`config.mk`:
```
export PLATFORM = sky130hd
export DESIGN_NAME = asic_sr_driver_flat
export DESIGN_NICKNAME = d
export VERILOG_FILES = /design/src/rtl/asic_sr_driver_if.sv /design/src/rtl/asic_sr_driver.sv /design/src/flat_wrapper.sv
export SDC_FILE = /design/constraint.sdc
export NUM_CORES = 1
export LEC_CHECK = 0
export BUFFER_PORTS_ARGS = -buffer_cell sky130_fd_sc_hd__clkbuf_2
export CAP_MARGIN = 20
export CORE_MARGIN = 3
export CORE_UTILIZATION = 55
export CTS_BUF_LIST = sky130_fd_sc_hd__clkbuf_8
export CTS_CLUSTER_SIZE = 40
export DETAILED_ROUTE_END_ITERATION = 6
export GPL_TIMING_DRIVEN = 0
export MAX_ROUTING_LAYER = met4
export PLACE_DENSITY = 0.77
export SLEW_MARGIN = 10
export SYNTH_ARGS = -nofsm -noshare
export SYNTH_HDL_FRONTEND = slang
export SYNTH_SLANG_ARGS = --single-unit
```
`constraint.sdc`:
```
create_clock -name clk -period 3.28 [get_ports clk]
set_input_delay 0.492 -clock clk [delete_from_list [all_inputs] [get_ports clk]]
set_output_delay 0.492 -clock clk [all_outputs]
set_load 0.005 [all_outputs]
```
`src/rtl/asic_sr_driver_if.sv`:
```
// Byte-stream, control and shift-register pins of the ASIC config SR driver.
// The controller side uses master; the driver uses slave.
`timescale 1ns/1ps
interface asic_sr_driver_if #(
    parameter int LEN_W = 16,
    parameter int DIV_W = 8
);
    logic [DIV_W-1:0] clk_div;
    logic [LEN_W-1:0] bit_count;
    logic             start;
    logic             abort;
    logic [7:0]       din;
    logic             din_valid;
    logic             din_ready;
    logic             sr_sin;
    logic             sr_ck1;
    logic             sr_ck2;
    logic             sr_ld;
    logic             busy;
    logic             done;

    modport master (
        output clk_div, bit_count, start, abort, din, din_valid,
        input  din_ready, sr_sin, sr_ck1, sr_ck2, sr_ld, busy, done
    );

    modport slave (
        input  clk_div, bit_count, start, abort, din, din_valid,
        output din_ready, sr_sin, sr_ck1, sr_ck2, sr_ld, busy, done
    );
endinterface

```
`src/rtl/asic_sr_driver.sv`:
```
// ASIC configuration shift-register driver: shifts bytes MSB-first with two
// non-overlapping clocks, each phase clk_div+1 cycles, then pulses the load strobe.
`timescale 1ns/1ps
module asic_sr_driver #(
    parameter int LEN_W = 16,
    parameter int DIV_W = 8
) (
    input  logic             clk,
    input  logic             res_n,
    asic_sr_driver_if.slave  sr
);

    typedef enum logic [3:0] {
        S_IDLE, S_FETCH, S_P0, S_P1, S_P2, S_P3, S_LD0, S_LD1, S_LD2
    } state_t;

    state_t           state_q, state_d;
    logic [DIV_W-1:0] div_q, div_d;
    logic [DIV_W-1:0] ph_q, ph_d;
    logic [LEN_W-1:0] rem_q, rem_d;
    logic [2:0]       idx_q, idx_d;
    logic [7:0]       byte_q, byte_d;
    logic             sin_q, sin_d;
    logic             ck1_q, ck1_d;
    logic             ck2_q, ck2_d;
    logic             ld_q, ld_d;
    logic             rdy_q, rdy_d;
    logic             busy_q, busy_d;
    logic             done_q, done_d;
    logic             ph_end;

    always_comb begin
        state_d = state_q;
        div_d   = div_q;
        ph_d    = ph_q;
        rem_d   = rem_q;
        idx_d   = idx_q;
        byte_d  = byte_q;
        done_d  = 1'b0;
        ph_end  = (ph_q == div_q);

        if (sr.abort) begin
            // Abort beats start and any pending transition; IDLE stays untouched.
            if (state_q != S_IDLE) begin
                state_d = S_IDLE;
                ph_d    = '0;
                rem_d   = '0;
                idx_d   = '0;
            end
        end else begin
            unique case (state_q)
                S_IDLE: begin
                    if (sr.start) begin
                        div_d   = sr.clk_div;
                        rem_d   = sr.bit_count;
                        ph_d    = '0;
                        idx_d   = 3'd7;
                        state_d = (sr.bit_count == '0) ? S_LD0 : S_FETCH;
                    end
                end
                S_FETCH: begin
                    if (sr.din_valid) begin
                        byte_d  = sr.din;
                        idx_d   = 3'd7;
                        ph_d    = '0;
                        state_d = S_P0;
                    end
                end
                default: begin
                    if (!ph_end) begin
                        ph_d = ph_q + DIV_W'(1);
                    end else begin
                        ph_d = '0;
                        unique case (state_q)
                            S_P0:  state_d = S_P1;
                            S_P1:  state_d = S_P2;
                            S_P2:  state_d = S_P3;
                            S_P3: begin
                                rem_d = rem_q - LEN_W'(1);
                                // A partial last byte ends here without another fetch.
                                if (rem_q == LEN_W'(1)) begin
                                    state_d = S_LD0;
                                end else if (idx_q == 3'd0) begin
                                    state_d = S_FETCH;
                                end else begin
                                    idx_d   = idx_q - 3'd1;
                                    state_d = S_P0;
                                end
                            end
                            S_LD0: state_d = S_LD1;
                            S_LD1: state_d = S_LD2;
                            S_LD2: begin
                                state_d = S_IDLE;
                                done_d  = 1'b1;
                            end
                            default: state_d = S_IDLE;
                        endcase
                    end
                end
            endcase
        end

        // Outputs are decoded from the next state so they register in step with it.
        busy_d = (state_d != S_IDLE);
        rdy_d  = (state_d == S_FETCH);
        ck1_d  = (state_d == S_P1);
        ck2_d  = (state_d == S_P3);
        ld_d   = (state_d == S_LD1);
        sin_d  = (state_d inside {S_P0, S_P1, S_P2, S_P3}) ? byte_d[idx_d] : 1'b0;
    end

    always_ff @(posedge clk or negedge res_n) begin
        if (!res_n) begin
            state_q <= S_IDLE;
            div_q   <= '0;
            ph_q    <= '0;
            rem_q   <= '0;
            idx_q   <= '0;
            byte_q  <= '0;
            sin_q   <= 1'b0;
            ck1_q   <= 1'b0;
            ck2_q   <= 1'b0;
            ld_q    <= 1'b0;
            rdy_q   <= 1'b0;
            busy_q  <= 1'b0;
            done_q  <= 1'b0;
        end else begin
            state_q <= state_d;
            div_q   <= div_d;
            ph_q    <= ph_d;
            rem_q   <= rem_d;
            idx_q   <= idx_d;
            byte_q  <= byte_d;
            sin_q   <= sin_d;
            ck1_q   <= ck1_d;
            ck2_q   <= ck2_d;
            ld_q    <= ld_d;
            rdy_q   <= rdy_d;
            busy_q  <= busy_d;
            done_q  <= done_d;
        end
    end

    assign sr.sr_sin    = sin_q;
    assign sr.sr_ck1    = ck1_q;
    assign sr.sr_ck2    = ck2_q;
    assign sr.sr_ld     = ld_q;
    assign sr.din_ready = rdy_q;
    assign sr.busy      = busy_q;
    assign sr.done      = done_q;

endmodule

```
`src/flat_wrapper.sv`:
```
// flat-port wrapper written by rule: the top's interface ports become plain ports
module asic_sr_driver_flat 
#(
    parameter int LEN_W = 16,
    parameter int DIV_W = 8
)
  (clk, res_n, sr_clk_div, sr_bit_count, sr_start, sr_abort, sr_din, sr_din_valid, sr_din_ready, sr_sr_sin, sr_sr_ck1, sr_sr_ck2, sr_sr_ld, sr_busy, sr_done);
  asic_sr_driver_if #(.LEN_W(LEN_W), .DIV_W(DIV_W)) sr_i ();
  input  logic clk;
  input  logic res_n;
  input wire logic [$bits(sr_i.clk_div)-1:0] sr_clk_div;
  input wire logic [$bits(sr_i.bit_count)-1:0] sr_bit_count;
  input wire logic [$bits(sr_i.start)-1:0] sr_start;
  input wire logic [$bits(sr_i.abort)-1:0] sr_abort;
  input wire logic [$bits(sr_i.din)-1:0] sr_din;
  input wire logic [$bits(sr_i.din_valid)-1:0] sr_din_valid;
  output wire logic [$bits(sr_i.din_ready)-1:0] sr_din_ready;
  output wire logic [$bits(sr_i.sr_sin)-1:0] sr_sr_sin;
  output wire logic [$bits(sr_i.sr_ck1)-1:0] sr_sr_ck1;
  output wire logic [$bits(sr_i.sr_ck2)-1:0] sr_sr_ck2;
  output wire logic [$bits(sr_i.sr_ld)-1:0] sr_sr_ld;
  output wire logic [$bits(sr_i.busy)-1:0] sr_busy;
  output wire logic [$bits(sr_i.done)-1:0] sr_done;
  assign sr_i.clk_div = sr_clk_div;
  assign sr_i.bit_count = sr_bit_count;
  assign sr_i.start = sr_start;
  assign sr_i.abort = sr_abort;
  assign sr_i.din = sr_din;
  assign sr_i.din_valid = sr_din_valid;
  assign sr_din_ready = sr_i.din_ready;
  assign sr_sr_sin = sr_i.sr_sin;
  assign sr_sr_ck1 = sr_i.sr_ck1;
  assign sr_sr_ck2 = sr_i.sr_ck2;
  assign sr_sr_ld = sr_i.sr_ld;
  assign sr_busy = sr_i.busy;
  assign sr_done = sr_i.done;
  asic_sr_driver #(.LEN_W(LEN_W), .DIV_W(DIV_W)) u_core (.clk(clk), .res_n(res_n), .sr(sr_i));
endmodule
```
# After elaboration in Yosys (flattened, before gate mapping)
# Cells that the tools add are included.
# op_classes
n_addsub	3
n_mul	0
div_mod_pow	0
n_lt_le_gt_ge	1
n_eq_ne	20
shift	0
muxes	41
bitwise	1
n_reduce_logical	12
# ops
op	n
$mux 16	5
$mux 8	8
$pmux 16 s2	1
$eq 4x3->1 const B	7
$mux 3	9
$mux 4	6
$pmux 4 s6	1
$eq 16x1->1 const B	1
$eq 4x2->1 const B	4
$logic_not 16->1	1
$pmux 8 s2	1
$sub 16x1->16 const B	1
$reduce_bool 4->1	3
$add 8x1->8 const B	1
$eq 4x1->1 const B	2
$eq 8x8->1	1
$pmux 4 s2	1
$mux 1	6
$ne 3x3->1 const B	2
$pmux 3 s2	1
$reduce_and 3->1	2
$reduce_bool 3->1	2
$reduce_and 5->1	1
$eq 4x4->1 const B	1
other kinds (10)	10
# totals
regBits	54
latchBits	0
mem_bits_rw	0
romBits	0
in_bits	37
out_inout_bits	7
wordCells	91
n_memories	0

# Logic depth before layout (Yosys ltp)
# depth
word_depth	10
ltp_mapped	10

# Least setup slack after synthesis
# Ideal clock, no wire load.
# synth_path
path_kind	register to register
startpoint	register u_core.rem_q[3]
endpoint	register u_core.sin_q, in the netlist u_core.sr.sr_sin
setup_time_ps	129
arrival_time_ps	2421
required_time_ps	3151
setup_slack_ps	731
path_stages_with_launch	9
synth_period_minus_slack_ps	2549
path_cell_list	dfrtp_1 -> or3_4 -> or4_4 -> buf_6 -> o2111a_1 -> a21o_1 -> or3_1 -> a32oi_1 -> o22ai_1
# synth_between
elab_chain_len	9
word_cells_on_any_way	19
# synth_lines
item	line_no	rtl
from (decl)	asic_sr_driver.sv:20	logic [LEN_W-1:0] rem_q, rem_d;
from (signal assigned)	asic_sr_driver.sv:131	rem_q <= rem_d;
$eq 16x1->1 *	asic_sr_driver.sv:81	if (rem_q == LEN_W'(1)) begin
$mux 4 / $mux 3 (equally long branches)	asic_sr_driver.sv:81	
$pmux 4 s6 / $mux 3 (equally long branches)	asic_sr_driver.sv:74	unique case (state_q)
$mux 4 / $mux 3 (equally long branches)	asic_sr_driver.sv:70	if (!ph_end) begin
$pmux 4 s2 / $pmux 3 s2 (equally long branches)	asic_sr_driver.sv:51	unique case (state_q)
$mux 4 / $mux 3 (equally long branches)	asic_sr_driver.sv:42	if (sr.abort) begin
$eq 4x2->1, or another cell as far along	asic_sr_driver.sv:109	sin_d = (state_d inside {S_P0, S_P1, S_P2, S_P3}) ? byte_d[idx_d] : 1'b0;
$reduce_bool 4->1 / $mux 1 (equally long branches)	asic_sr_driver.sv:109	
$mux 1 *	asic_sr_driver.sv:109	
via u_core.sin_d	asic_sr_driver.sv:23	logic sin_q, sin_d;
to (signal assigned)	asic_sr_driver.sv:134	sin_q <= sin_d;
to (decl)	asic_sr_driver.sv:23	
# Mark *: on every way through the listed nets, which the timed path passes. The rest lies on a longest branch. The select of a mux whose other input is x is not followed.
# A chain may end at the register's enable or synchronous reset.

# Worst setup path after layout
# layout_path
startpoint	register u_core.state_q[1]
endpoint	register u_core.sin_q, in the netlist u_core.sr.sr_sin
# layout_between
word_cells_on_any_way	31
# layout_lines
item	line_no	rtl
from (decl)	asic_sr_driver.sv:17	state_t state_q, state_d;
from (signal assigned)	asic_sr_driver.sv:128	state_q <= state_d;
$eq 4x1->1	asic_sr_driver.sv:51	
$mux 8	asic_sr_driver.sv:51	
$mux 8	asic_sr_driver.sv:42	
via u_core.byte_d[2]	asic_sr_driver.sv:22	logic [7:0] byte_q, byte_d;
$bmux 1 s3	asic_sr_driver.sv:109	
$mux 1 (implied by the code)	asic_sr_driver.sv:109	
$mux 1	asic_sr_driver.sv:109	
via u_core.sin_d	asic_sr_driver.sv:23	
# The timed path passes the listed nets, and every way through them passes these cells. The select of a mux whose other input is x is not followed.

==> metrics <==
Finish-stage setup viols 0; slowest stage cell, crit path nor3_1; max_slew headroom 48.5%; Routed Antenna Nets 0; met3 routed WL 434 µm; initial core utilization 57.2%; Residual DRC 0; final design utilization 64.8%; Synth Instances 350; number of flops mapped to enable cells by yosys 0; syn nets 392; initial antenna violation count 0; Post-synth ARST share between 90% and 100%; number of global-route vias before repair 2725; sw power 0.723 mW; sequential area share after synthesis 42.4%; actual slew at the worst max-slew pin roughly 0.77 ns; Die Ht 82.1 µm; first-pass GRT wire length 12.4 mm; crit path cell chain clkbuf_1 > nor3_1 > and4_1 > buf_2 > mux2_2 > or3_1 > a32oi_1 > o22ai_1; core area 0.00557 mm²; wire length on met2 3.57 mm; clock buffer depth 2; Worst path max stage delay approximately 0.69 ns; Via-to-Cell Ratio 6.13; Post-Route M1 WL 3.36 mm; gr usage total 24.2%; Area Growth Syn to Fin 13.3%; layout cells sized above 1 20.9%; main flop type after synthesis dfrtp_1; multi-input logic area around 0.0017 mm²; I/O Buffers between 40 and 50; largest area contributor in the netlist dfrtp_1; clk_lat worst skew between 0.3 and 0.4 ns; CTS tree built; Ant. Diodes 0; crit path launch type register; CTS sink cnt 54; Yosys cell types 54; Syn Area/Cell between 9 and 10 µm²; postcts setup bufs 0; WL/cell 15.8 µm; Mapped Area about 0.0032 mm²; Total Routed Length roughly 7.5 mm; highest metal used met4; max-slew violations 0; Hold WC Path Type primary input to async pin; DP HPWL 5.51 mm; Pwr Density 570 mW/mm²; I/O pin total 44; Worst EP arrival 3.12 ns; Net Sw Frac between 30% and 40%; pin count of the biggest net entering global routing 55; CP required 3.48 ns; RSZ-0062 raised after global routing no; Final Hold Viols 0; fillers 472; grt ovf 0; Max VDD drop 0.000362 V; Die Wd 82.1 µm; CP endpoint kind register; Min Hold Slack approximately 0.24 ns; vias 2898; overall power 2.06 mW; routability cong. a little under 0.9; Yosys top cell area share 42.4%; Row Count 27; Combinational Power Share 34.4%; Max Freq 0.342 GHz; TNS Setup 0 ns; Storage cell area roughly 0.0014 mm²; max-cap violations 0; die area 0.00675 mm²; number of synthesized register bits 54; CP Max Fanout 10; TritonCTS Buffers 5; Synth warnings 0; Final Cycle Share around nine tenths; Pint 1.34 mW; DRT Pass-1 Iters 5; DR iter-0 viols 201; CP Class register to register; CTS Root Buffer Type clkbuf_8; H-tree depth 2; Clk pwr share a little over a fifth; status complete, no violations; top post-synthesis cells by area dfrtp_1 42%, mux2_2 6.0%, o21ai_0 4.7%, o2bb2ai_1 3.6%, nand2_1 3.4%; Post-layout nets ~440; crit path time final just under 3 ns; Seq pwr share 43.5%; Clock Skew 0.00948 ns; leakage around 1.6 nW; Clk pin slew, worst setup/hold paths 0.10 ns
-- metrics by stage --
step                instances  setup slack (ns)  cell area [µm²]
finish                    473             0.354             3610
global placement          465             0.347             3490
global route              473             0.182             3610
detailed placement        465             0.312             3500
CTS                       473             0.300             3600
floorplan                 350             0.731             3190
-- cells in the mapped netlist (3+ instances only) --
cell type / n
or2_2: 3
and3_1: 4
or3_1: 8
or4_1: 3
a31oi_1: 4
buf_2: 3
inv_1: 14
nand3_1: 7
o21bai_1: 7
nor3_1: 16
nor2_1: 28
o2bb2ai_1: 13
dfrtp_1: 54
o21ai_0: 30
and4_1: 3
nand2b_1: 4
xnor2_1: 9
nand4_1: 3
a21oi_1: 18
mux2_2: 17
clkbuf_1: 14
nand2_1: 29
nor4_1: 11
a32oi_1: 5
ha_1: 5
-- cell type report --
type / count / area share (%)
multi-input cells: 264 / 47.4
well taps: 72 / 2.49
flip-flops and latches: 54 / 37.4
plain buffers: 18 / 2.18
repair buffers: 43 / 6.03
clock inverters: 3 / 1.11
inverters: 14 / 1.45
clock buffers: 5 / 1.91
-- per-layer routing --
layer	track usage (%)	vias to the layer above
li1	-	1393
met1	32.5	1397
met2	37.1	98
met3	3.47	10
met4	9.63	0
met5	-	-
-- registers in the layout, summed over array words and instances (netlist names) --
signal and count:
u_core.state_q 4, u_core.sr.sr_sin 1, u_core.sr.done 1, u_core.rem_q 16
u_core.div_q 8, u_core.sr.sr_ck1 1, u_core.sr.sr_ld 1, u_core.sr.din_ready 1
u_core.byte_q 8, u_core.sr.busy 1, u_core.idx_q 3, u_core.sr.sr_ck2 1
u_core.ph_q 8
-- critical path, delay by kind of cell (launching register included) --
| family | cells | cell delay (ns) |
|---|---|---|
| flops | 1 | 0.37 |
| mux | 1 | 0.37 |
| compound gates | 2 | 0.33 |
| buf+inv | 2 | 0.41 |
| simple gates | 3 | 1.33 |
-- power groups by stage --
stage          logic, mW  registers [mW]  clock network [mW]
5_1_grt            0.797           0.916               0.481
6_report           0.709           0.897               0.454
3_3_place_gp       0.682           0.901                   0
3_5_place_dp       0.704           0.908                   0
2_1_floorplan      0.533           0.882                   0
4_1_cts            0.707           0.896               0.457
-- logic make-up (layout without fill, tap and decap cells) --
logic type	count (synthesis)	in the layout	synth area share, %
muxes	17	17	6.00
and+or+nand+nor	132	132	21.6
adders and majority gates	5	5	1.96
DFF	54	54	42.4
xor gates and xnor gates	11	11	3.02
AOI/OAI and AO/OA	99	99	20.9
buffers and inverters	32	83	4.12
-- cell usage in the layout (no fill, tap or decap), types with 4 or more instances in the layout --
cell	Yosys	layout
a32oi_1	5	5
nand2_1	29	29
nor2_1	28	27
clkbuf_8	0	5
clkbuf_2	0	42
nand3_1	7	7
nor3_1	16	15
a31oi_1	4	4
dfrtp_1	54	54
xnor2_1	9	9
and3_1	4	4
o21bai_1	7	7
clkbuf_1	14	14
mux2_2	17	17
a21oi_1	18	18
o21ai_0	30	30
or3_1	8	8
nor4_1	11	11
nand2b_1	4	4
o2bb2ai_1	13	13
inv_1	14	14
ha_1	5	5
-- path summary, 6_finish.rpt --
check	from	endpoint	slack, ns	cells past startpoint
worst max-delay path	u_core.state_q[1]	u_core.sr.sr_sin	0.35	8
min in group clk	sr_clk_div[1]	u_core.div_q[1]	0.39	2
worst min-delay path	res_n	u_core.ph_q[7]	0.24	1
worst min register to register	u_core.rem_q[14]	u_core.rem_q[14]	0.50	1
max in group asynchronous	res_n	u_core.byte_q[0]	2.58	1
worst max register to register	u_core.state_q[1]	u_core.sr.sr_sin	0.35	8
-- timing repair --
item | CTS | global route
endpoints found under the setup margin | 0 | 7
resized for setup | 0 | 2
hold buffers | 0 | 0
Power figures use the tool's default switching activity.
